<file path="src/rtl/updown_mod_counter.sv">
// updown_mod_counter: up/down modulo counter with an enable prescaler,
// selectable wrap or saturate behaviour at the boundaries, a registered
// terminal-count pulse and a sticky overflow flag.
//
// Ports:
//   clk        - single clock, all state changes on its rising edge
//   reset      - asynchronous, active-high; clears count, prescaler and flags
//   en         - count enable, feeds the prescaler
//   up         - direction of each step (1 = increment, 0 = decrement)
//   clear      - synchronous clear of count and prescaler (highest priority)
//   load       - synchronous load of load_value, clamped to MAX_VAL
//   load_value - value applied on load
//   ovf_clr    - clears the sticky ovf flag (a same-edge boundary step wins)
//   value      - registered count, always within 0..MAX_VAL
//   tc         - one-cycle pulse following every boundary step
//   ovf        - sticky flag, set by any boundary step
module updown_mod_counter #(
  parameter int               WIDTH    = 8,
  parameter logic [WIDTH-1:0] MAX_VAL  = {WIDTH{1'b1}},
  parameter int               PRESCALE = 1,
  parameter bit               SATURATE = 1'b0
) (
  input  logic             clk,
  input  logic             reset,
  input  logic             en,
  input  logic             up,
  input  logic             clear,
  input  logic             load,
  input  logic [WIDTH-1:0] load_value,
  input  logic             ovf_clr,
  output logic [WIDTH-1:0] value,
  output logic             tc,
  output logic             ovf
);

  // A one-bit prescaler is kept for PRESCALE=1; it then stays at 0 forever
  // and every enabled cycle is a step.
  localparam int            PW      = (PRESCALE > 1) ? $clog2(PRESCALE) : 1;
  localparam logic [PW-1:0] PS_LAST = PW'(PRESCALE - 1);

  logic [PW-1:0] ps_cnt;
  logic          step;
  logic          at_bound;
  logic          bound_step;

  function automatic logic [WIDTH-1:0] clamp_load(input logic [WIDTH-1:0] v);
    return (v > MAX_VAL) ? MAX_VAL : v;
  endfunction

  // Next count for one step: wrap or hold at the boundaries.
  function automatic logic [WIDTH-1:0] step_val(input logic [WIDTH-1:0] v,
                                                input logic             dir);
    logic [WIDTH-1:0] r;
    if (dir) begin
      if (v == MAX_VAL) r = SATURATE ? v : '0;
      else              r = v + WIDTH'(1);
    end else begin
      if (v == '0)      r = SATURATE ? v : MAX_VAL;
      else              r = v - WIDTH'(1);
    end
    return r;
  endfunction

  // A step is suppressed by clear or load, so tc and ovf only react to
  // steps that really happen.
  always_comb begin
    step       = en && (ps_cnt == PS_LAST) && !clear && !load;
    at_bound   = up ? (value == MAX_VAL) : (value == '0);
    bound_step = step && at_bound;
  end

  // Registered state: count, prescaler, tc pulse and sticky ovf
  always_ff @(posedge clk or posedge reset) begin
    if (reset) begin
      value  <= '0;
      ps_cnt <= '0;
      tc     <= 1'b0;
      ovf    <= 1'b0;
    end else begin
      tc <= bound_step;
      if (bound_step)   ovf <= 1'b1;
      else if (ovf_clr) ovf <= 1'b0;

      if (clear) begin
        value  <= '0;
        ps_cnt <= '0;
      end else if (load) begin
        value  <= clamp_load(load_value);
        ps_cnt <= '0;
      end else if (en) begin
        if (ps_cnt == PS_LAST) begin
          ps_cnt <= '0;
          value  <= step_val(value, up);
        end else begin
          ps_cnt <= ps_cnt + PW'(1);
        end
      end
    end
  end

endmodule

</file>
<file path="config.mk">
export PLATFORM = sky130hd
export DESIGN_NAME = updown_mod_counter
export DESIGN_NICKNAME = d
export VERILOG_FILES = /design/src/rtl/updown_mod_counter.sv
export SDC_FILE = /design/constraint.sdc
export NUM_CORES = 1
export LEC_CHECK = 0
export BUFFER_PORTS_ARGS = -buffer_cell sky130_fd_sc_hd__buf_4
export CAP_MARGIN = 10
export CORE_MARGIN = 2
export CORE_UTILIZATION = 51
export DETAILED_ROUTE_END_ITERATION = 7
export GPL_TIMING_DRIVEN = 0
export PLACE_DENSITY = 0.78
export SLEW_MARGIN = 20
export SYNTH_ARGS = -nofsm -noshare
export SYNTH_HDL_FRONTEND = slang
export SYNTH_SLANG_ARGS = --single-unit
</file>
<file path="constraint.sdc">
create_clock -name clk -period 2.1 [get_ports clk]
set_input_delay 0.42 -clock clk [delete_from_list [all_inputs] [get_ports clk]]
set_output_delay 0.42 -clock clk [all_outputs]
set_load 0.005 [all_outputs]
</file>
* Yosys cells after proc, flatten, opt, wreduce, memory -nomap -nowiden
Cells that the tools add are included.
** Word-level totals
- Bits in registers :: 11
- Word-level logic and storage cells :: 36
** Cells by class
- Add/subtract/negate cells :: 3
- $lt $le $gt $ge :: 1
- Equality and inequality tests :: 2
- Multiplexer cells :: 15
- Bitwise operators :: 1
- Reduce and logical (&&, ||, !) cells :: 10
** Operators by type and width (number)
- $mux 8 :: 8
- $add 8x1->8 const B :: 1
- $eq 8x8->1 const B :: 1
- $gt 8x8->1 const B :: 1
- $logic_not 8->1 :: 1
- $sub 8x1->8 const B :: 1
- $mux 1 :: 7
- $logic_and 1x1->1 :: 4
- $ne 3x3->1 const B :: 1
- $reduce_bool 3->1 :: 1
- $logic_not 1->1 :: 2
- $reduce_and 2->1 :: 1
- $reduce_bool 2->1 :: 1
- $add 1x1->1 const B :: 1
- $not 1->1 :: 1

* Depth between registers and ports, before layout
Gate-level depths: netlist of the first run.
- Depth after elaboration :: 7
- Depth in mapped cells :: 7
- Mapped depth without buffers :: 6

* Least setup slack after synthesis of the first run
OpenSTA, ideal clock, no wires.
- Path kind :: register to register
- From :: register value[0]
- To :: register value[4]
- Library setup time :: 0.094 ns
- Arrival time :: 1.774 ns
- Slack :: 0.232 ns
- Stages on the path, launching flop included :: 8
- Path buffers :: 1
- Path through :: dfrtp_1 -> clkbuf_1 -> inv_1 -> ha_1 -> or3b_2 -> o21ai_2 -> o21ai_0 -> a211oi_1
** On the way
- Longest elaborated chain between the ends :: 7
- Elaborated cells between the ends (all ways) :: 11
- Classes of those cells :: add/sub: 2; eq/ne: 1; mux: 7; reduce/logical: 1
** RTL lines
- from (decl) :: RTL line 31 : output logic [WIDTH-1:0] value,
- from (signal assigned) :: RTL line 88 : value <= clamp_load(load_value);
- from (signal assigned) :: RTL line 93 : value <= step_val(value, up);
- $sub 8x1->8, or another cell as far along :: RTL line 59 : else r = v - WIDTH'(1);
- $mux 8, on equally long branches :: RTL line 58, 55
- $mux 8 * :: RTL line 54 : if (dir) begin
- $mux 8 * :: RTL line 91 : if (ps_cnt == PS_LAST) begin
- $mux 8 * :: RTL line 90 : end else if (en) begin
- $mux 8 * :: RTL line 87 : end else if (load) begin
- $mux 8 * :: RTL line 84 : if (clear) begin
Mark *: on every way between the ends. The rest lies on a longest branch, timed or not. The select of a mux whose other input is x is not followed.
A chain may end at the register's enable or synchronous reset.

* Worst setup path after layout of the first run
- From :: register value[1]
- To :: register value[4]
The elaborated chain is that of the path after synthesis.

==> results of run 1 <==
[cells by family (layout without fill, tap and decap cells)]
kind of cell,count (synthesis),after routing,share of synthesized area [%]
AO/OA/AOI/OAI,32,32,25.4
multiplexers,2,2,2.15
XOR/XNOR,4,4,3.77
AND/OR/NAND/NOR,49,49,29.1
flip-flops,10,10,26.9
adder cells (fa/ha/maj),3,3,4.04
buffers and inverters,19,45,8.61
[metal layers]
| layer | vias up | share of wire [%] | GRT usage (%) |
|---|---|---|---|
| met5 | - | 0 | 0 |
| met2 | 41 | 48 | 43.3 |
| met3 | 4 | 8.4 | 7.06 |
| met1 | 467 | 42 | 34.0 |
| met4 | 0 | 0.90 | 4.44 |
| li1 | 485 | - | - |
[power by group through the flow]
stage               clock network, mW  logic [mW]  registers, mW
global placement                    0       0.211          0.220
floorplan                           0       0.145          0.220
global route                    0.198       0.246          0.223
finish                          0.177       0.225          0.221
CTS                             0.180       0.217          0.220
detailed placement                  0       0.216          0.221
[state kept, by name (all words and copies together), names as in the netlist]
name and count:
tc 1, value 8, ovf 1
[layout by cell type (no fill, tap or decap), types with 2 or more instances in the layout]
| cell | instances |
|---|---|
| nand2_1 | 8 |
| a211oi_1 | 3 |
| inv_1 | 7 |
| nand2b_1 | 2 |
| clkbuf_4 | 3 |
| xor2_1 | 2 |
| nor2b_1 | 3 |
| nor2_1 | 11 |
| a21oi_1 | 6 |
| nor3_1 | 7 |
| o21ai_0 | 5 |
| xnor2_1 | 2 |
| buf_2 | 2 |
| o211a_1 | 2 |
| nand4_1 | 4 |
| nor3b_1 | 2 |
| clkbuf_1 | 8 |
| ha_1 | 3 |
| buf_4 | 23 |
| dfrtp_1 | 10 |
| mux2i_1 | 2 |
| o311a_1 | 2 |
| nor4_1 | 2 |
| nand3_1 | 3 |
| a21o_1 | 3 |
[final timing paths]
path                                  to  slack, ns  cells past startpoint
worst max-delay path            value[4]       0.10                      7
worst min-delay path            value[6]       0.13                      2
worst max register to register  value[4]       0.10                      7
worst min register to register       ovf       0.49                      1
max in group asynchronous       value[7]       1.68                      2
min in group clk                value[2]       0.40                      3
[area by class of cell]
class	count	area, um^2
sequential	10	250
multi-input combinational	90	616
fill	162	543
inverter	7	26.3
timing repair buffer	23	173
tap	25	31.3
buffer	11	51.3
clock buffer	4	36.3
[metrics by stage]
stage	TNS [ns]	utilization, %	setup slack (ns)
after global routing	0	68.6	0.00537
after global placement	0	65.2	0.00238
after floorplan	0	-	0.232
after CTS	0	67.5	0.00654
after detailed placement	-0.0292	65.2	-0.0247
final	0	68.6	0.104
[what timing repair did]
| action | in CTS | in global routing |
|---|---|---|
| gates resized for setup | 1 | 5 |
| hold buffers | 0 | 0 |
| setup endpoints to repair | 3 | 4 |
| pin swaps | 0 | 3 |
| setup buffers | 0 | 1 |
==> impl_metrics.tcl, run 1 <==
set metrics [dict create \
    dieArea_mm2 0.00218 \
    crit_family "compound AO/OA/AOI/OAI gates" \
    finalSetupViolations 0 \
    cp-startpoint "value[1]" \
    ios 25 \
    cts_buffer_depth 2 \
    finalNonFillerCells 170 \
    tightest_slew_ns 0.656 \
    hold_viol 0 \
    viasPerCell 5.86 \
    grt_max_degree 12 \
    worstPathArrival_ns 2.17 \
    die_w_um 46.7 \
    drive_gt1_share_pct 24.1 \
    cp_slowest_cell "dfrtp_1" \
    slew_violations 0 \
    finalPower_mw 0.623 \
    yosys-top-cells-area "dfrtp_1 27%, nor2_1 4.4%, clkbuf_1 4.0%, ha_1 4.0%, nor3_1 3.8%" \
    fin_area_mm2 0.00118 \
    diodes 0 \
    path_class "flip-flop to flip-flop" \
    rows 15 \
    p_int_mw 0.417 \
    power_switching_mw 0.207 \
    r2r-start "value[1]" \
    critPathLaunchType "flip-flop" \
    gp_congestion 0.934 \
    comb_power_share_pct 36.1 \
    leakagePower_nw 0.541 \
    cts_tree "done" \
    vias 997 \
    grt_usage_pct 26.0 \
    ys_ff_latch 10 \
    layout_worst_path_cycle_share_pct 95.1 \
    cap_violations 0 \
    core-area_mm2 0.00173 \
    async_reset_ff_share_pct 100 \
    fin_nets 164 \
    ctsHtreeMaxLevel 1 \
    netlist_instances 119 \
    cts_root_buf "clkbuf_4" \
    clock_latency_ns 0.27 \
    die_y_um 46.7 \
    worstPathMaxFanout 8 \
    grt_pass1_wl_mm 3.91 \
    first_iter_violations 49 \
    swShare_pct 33.1 \
    yosysWarningCount 0 \
    path_cells "buf_2 > inv_1 > ha_1 > or3b_4 > o21ai_4 > o21ai_0 > a211oi_1" \
    fmax_mhz 501 \
    placed_area_mm2 0.00113 \
    synth_cell_types 41 \
    hpwl_mm 1.81 \
    timing.hold.ws_ns 0.134 \
    grt_overflow 0 \
    synth_largest_area_cell "dfrtp_1" \
    synth_top_area_share_pct 26.9 \
    synth.most_common_cell "nor2_1" \
    power.clock.fraction_pct 28.4 \
    postRouteAntennaNets 0 \
    syn-num-nets 137 \
    hp-class "input pin to async pin" \
    ys_seq_area_share_pct 26.9 \
    cts.clk_slew.worst_paths_ns 0.07 \
    critPathMaxStageDelay_ns 0.41 \
    synth.avg_cell_area_um2 7.81 \
    routed_wl_mm 2.55 \
    antenna_found_initial 0 \
    synth_edf_count 0 \
    clock_skew_ns 0.000654 \
    clock_sinks 10 \
    max-vdd-ir-drop_uv 496 \
    end_kind "flip-flop" \
    rsz0062_at_grt "no" \
    post_drt_wl_per_cell_um 15.0 \
    port_buffers 22 \
    status "finished, final reports clean" \
    max_slew_margin_pct 56.0 \
    mappedNetlistArea_um2 930 \
    synth_top_cells_by_count "11 x nor2_1, 10 x clkbuf_1, 10 x dfrtp_1, 8 x nand2_1" \
    dr.pass1.iters 4 \
    area_delta_synth_final_pct 27.3 \
    start_util_pct 53.8 \
    cp_data_required_time_ns 2.27 \
    synth-main-ff-cell "dfrtp_1" \
    worst-path-buf-inv 2 \
    grt_pass1_vias 835 \
    drcViolationCount 0 \
    powerDensity_mw_per_mm2 527 \
    fin_crit_ns 2.00 \
    power_frac_seq_pct 35.5 \
    dp_cells 166 \
    cts_made_buffers 3 \
]
Power figures use the tool's default switching activity.
==> run 2: changes to the inputs <==
- BUFFER_PORTS_ARGS: -buffer_cell sky130_fd_sc_hd__buf_4 -> unset
- CORE_UTILIZATION: 51 -> 56
- DONT_BUFFER_PORTS: unset -> 1
- PLACE_DENSITY: 0.78 -> 0.71
==> run 2 against run 1 <==
- critical path depth fell by 2
- non-clock buffer count down 22
- combinational power shrank 16%
- final area is 16% lower
- flip-flop and latch count unchanged
- global-route usage grew 1.0 points
- setup slack improved by 0.024 ns
- register-to-register slack improved by 0.02 ns
==> impl_metrics.tcl, run 2 (synthesized netlist as in run 1, its figures left out) <==
set metrics [dict create \
    worstPathMaxFanout 10 \
    finalNonFillerCells 138 \
    hold_viol 0 \
    grt_usage_pct 27.0 \
    post_drt_wl_per_cell_um 17.7 \
    cts_made_buffers 3 \
    crit_family "simple AND/OR/NAND/NOR gates" \
    critPathMaxStageDelay_ns 0.51 \
    dieArea_mm2 0.00200 \
    ios 25 \
    drive_gt1_share_pct 9.84 \
    fillers 140 \
    antenna_found_initial 0 \
    die_y_um 44.7 \
    fin_area_um2 990 \
    dp_cells 135 \
    max-vdd-ir-drop_uv 348 \
    postRouteAntennaNets 0 \
    grt_pass1_vias 835 \
    powerDensity_mw_per_mm2 550 \
    dr.pass1.iters 4 \
    postCtsSetupRepairBufs 0 \
    setup_slack_ns 0.127 \
    rsz0062_at_grt "no" \
    tightest_slew_ns 0.659 \
    largest_register "value" \
    clock_skew_ns 0.00341 \
    start_util_pct 61.0 \
    setup_tns_ns 0 \
    first_iter_violations 37 \
    path_cells "clkbuf_1 > or4_4 > or2_0 > o2111a_1 > nor4b_2" \
    routed_wl_mm 2.44 \
    final_cell_mix "11 x nor2_1, 10 x dfrtp_1, 8 x clkbuf_1, 8 x nand2_1" \
    cts_tree "done" \
    viasPerCell 6.70 \
    grt_overflow 0 \
    postLayoutCoreUtil_pct 64.9 \
    die_w_um 44.7 \
    layout_worst_path_cycle_share_pct 93.9 \
    drcViolationCount 0 \
    worst-path-buf-inv 1 \
    ctsHtreeMaxLevel 1 \
    post-place-ws_ns -0.0534 \
    slew_violations 0 \
    cp_data_required_time_ns 2.27 \
    cp_slowest_cell "or4_4" \
    grt_pass1_wl_mm 3.94 \
    largest_reg_flops 8 \
    status "finished, final reports clean" \
    path_class "flip-flop to flip-flop" \
    core-area_mm2 0.00152 \
    largestRegisters "value: 8 flops, ovf: 1 flops, tc: 1 flops" \
    max_slew_margin_pct 55.7 \
    hpwl_mm 1.75 \
    cts_buffer_depth 2 \
    gp_congestion 0.924 \
    worstPathArrival_ns 2.15 \
    layout_commonest_cell "nor2_1" \
    grt_max_degree 11 \
    fin_crit_ns 1.97 \
    diodes 0 \
    fmax_mhz 507 \
    timing.hold.ws_ns 0.0162 \
    cts.clk_slew.worst_paths_ns 0.07 \
    placed_area_um2 950 \
    critPathLaunchType "flip-flop" \
    area_delta_synth_final_pct 6.46 \
    fin_nets 142 \
    clock_latency_ns 0.27 \
    cap_violations 0 \
    end_kind "flip-flop" \
    finalPower_mw 0.544 \
    rows 14 \
    hp-class "input pin to async pin" \
    port_buffers 0 \
    leakagePower_nw 0.424 \
    vias 925 \
    clock_sinks 10 \
    cts_root_buf "clkbuf_4" \
    finalSetupViolations 0 \
]
-- run 2: worst paths after layout --
kind,start,end,slack [ns],cells after the start
worst max-delay path,value[3],value[7],0.13,5
worst min-delay path,reset,value[6],0.02,1
worst max register to register,value[3],value[7],0.13,5
worst min register to register,ovf,ovf,0.55,1
max in group asynchronous,reset,value[7],1.80,1
min in group clk,load_value[2],value[2],0.29,2
-- run 2: repair_timing --
| item | CTS | global route |
|---|---|---|
| endpoints found under the setup margin | 3 | 3 |
| resized for setup | 3 | 5 |
| hold buffers | 0 | 0 |
| pin swaps | 0 | 2 |
-- run 2: power breakdown --
part           switching, mW  internal, mW
logic                  0.113        0.0771
clock network         0.0694        0.0664
registers             0.0136         0.205
-- run 2: layout make-up --
class	instances	area (um^2)	area share, %
sequential	10	250	25.3
buffer	12	56.3	5.69
inverter	7	26.3	2.65
clock buffer	3	22.5	2.28
multi-input combinational	90	614	62.1
tap	16	20.0	2.02
-- run 2: per-layer routing --
| layer | global-route usage, % | vias up | part of all wire (%) |
|---|---|---|---|
| met4 | 9.09 | 0 | 1.2 |
| met5 | 0 | - | 0 |
| met1 | 39.4 | 420 | 41 |
| li1 | - | 445 | - |
| met3 | 2.80 | 5 | 10 |
| met2 | 41.7 | 55 | 47 |
==> run 3: changes to the inputs <==
- GPL_TIMING_DRIVEN: 0 -> unset
- SLEW_MARGIN: 20 -> 10
- clock period: 2.1 -> 2 ns (I/O delays scaled with it)
==> run 3 against run 2 <==
- global-route usage rose by 0.84 points
- largest cell class unchanged
- final area is 0.89% higher
- first-iteration DRC count up 8.1%
- the run now ends with hold timing left
==> impl_metrics.tcl, run 3 (synthesized netlist as in run 1, its figures left out) <==
set metrics [dict create \
    status "complete, but fails checks" \
    violations "hold timing" \
    antenna_found_initial 0 \
    critPathLaunchType "flip-flop" \
    hp-class "input pin to async pin" \
    rows 14 \
    final_cell_mix "11 x nor2_1, 9 x buf_4, 8 x nand2_1, 8 x dfrtp_1" \
    ctsHtreeMaxLevel 1 \
    worstPathArrival_ns 1.99 \
    routed_wl_mm 2.55 \
    power_frac_seq_pct 40.5 \
    grt_pass1_vias 839 \
    power_switching_mw 0.198 \
    tightest_slew_ns 0.419 \
    postCtsHoldBufs 0 \
    viasPerCell 6.94 \
    start_util_pct 61.0 \
    grt_overflow 0 \
    comb_power_share_pct 34.1 \
    reg2reg_depth 6 \
    fillers 136 \
    cts_buffer_depth 2 \
    cts.clk_slew.worst_paths_ns 0.07 \
    hold_viol 5 \
    die_w_um 44.7 \
    area_delta_synth_final_pct 7.40 \
    hpwl_mm 1.82 \
    power.clock.fraction_pct 25.5 \
    dr.pass1.iters 4 \
    drcViolationCount 0 \
    worstPathMaxFanout 6 \
    end_kind "flip-flop" \
    first_iter_violations 40 \
    postRouteAntennaNets 0 \
    diodes 0 \
    ios 25 \
    vias 937 \
    rsz0062_at_grt "no" \
    setup_tns_ns 0 \
    layout_worst_path_cycle_share_pct 91.0 \
    dieArea_mm2 0.00200 \
    leakagePower_nw 0.437 \
    largest_reg_flops 8 \
    post-place-ws_ns 0.0416 \
    gp_congestion 0.883 \
    grt_max_degree 23 \
    r2r-start "value[0]" \
    fin_nets 139 \
    port_buffers 0 \
    timing.rr.end "value[5]" \
    fin_crit_ns 1.82 \
    core-area_mm2 0.00152 \
    grt_usage_pct 27.9 \
    cts_root_buf "clkbuf_4" \
    cts_made_buffers 3 \
    clock_skew_ns 0.00692 \
    grt_pass1_wl_mm 4.00 \
    post_drt_wl_per_cell_um 18.9 \
    rrSetupSlack_ns 0.18 \
    clock_latency_ns 0.28 \
    largestRegisters "value: 8 flops, ovf: 1 flops, tc: 1 flops" \
    cap_violations 0 \
    largest_register "value" \
    cp_data_required_time_ns 2.17 \
    cts_tree "done" \
    p_int_mw 0.377 \
    timing.hold.ws_ns -0.00634 \
    clock_sinks 10 \
    swShare_pct 34.5 \
    fin_area_um2 998 \
    powerDensity_mw_per_mm2 576 \
    fmax_mhz 549 \
    finalSetupViolations 0 \
    layout_commonest_cell "nor2_1" \
    die_y_um 44.7 \
    slew_violations 0 \
    setup_slack_ns 0.179 \
    max_slew_margin_pct 72.0 \
    path_class "flip-flop to flip-flop" \
    drive_gt1_share_pct 15.1 \
    max-vdd-ir-drop_uv 443 \
    placed_area_um2 963 \
]
## run 3: cell types whose count changed in the layout (fill, tap and decap cells not counted)
cell / before / now
a211oi_1: 2 / 3
buf_2: 3 / 0
clkbuf_1: 8 / 0
a211oi_2: 1 / 0
dfrtp_2: 0 / 2
dfrtp_1: 10 / 8
buf_6: 1 / 0
buf_4: 0 / 9
## run 3: cell type report
type	count	area, um^2	area share, %
Tap cell	16	20.0	2.01
Multi-Input combinational cell	90	609	61.0
Sequential cell	10	253	25.3
Clock buffer	3	22.5	2.26
Timing Repair Buffer	9	67.6	6.77
Inverter	7	26.3	2.63
## run 3: metal layers
| metal | global-route usage (%) | share of wire [%] |
|---|---|---|
| met4 | 10.9 | 3.0 |
| met2 | 41.2 | 46 |
| met1 | 39.1 | 41 |
| met5 | 0 | 0 |
| met3 | 6.80 | 9.8 |
## run 3: power groups by stage
stage | clock [mW] | combinational, mW | sequential [mW]
global placement | 0 | 0.178 | 0.235
global route | 0.153 | 0.215 | 0.235
CTS | 0.145 | 0.185 | 0.231
floorplan | 0 | 0.152 | 0.231
finish | 0.147 | 0.196 | 0.233
detailed placement | 0 | 0.185 | 0.235
## run 3: per-stage QoR
stage	total power [mW]	utilization, %	std cells
2_1_floorplan	0.383	-	119
3_3_place_gp	0.413	63.2	132
3_5_place_dp	0.420	63.2	132
4_1_cts	0.562	64.7	135
5_1_grt	0.602	65.5	135
6_report	0.575	65.5	135
## run 3: critical path: stages (launching register included)
cell and delay, ns:
dfrtp_2 0.45, inv_1 0.11, ha_1 0.18, or3b_4 0.41
o21ai_4 0.24, a211oi_1 0.07, nor4_1 0.26
## run 3: worst max path at each step
stage               startpoint       end  slack (ns)
floorplan             value[0]  value[4]        0.13
global placement      value[0]  value[4]        0.16
detailed placement    value[1]  value[5]        0.04
CTS                   value[0]  value[4]        0.05
global route          value[0]  value[4]        0.07
finish                value[0]  value[5]        0.18
## run 3: repair_timing
action | in CTS | in global routing
gates resized for setup | 0 | 5
setup buffers | 0 | 0
setup endpoints to repair | 0 | 3
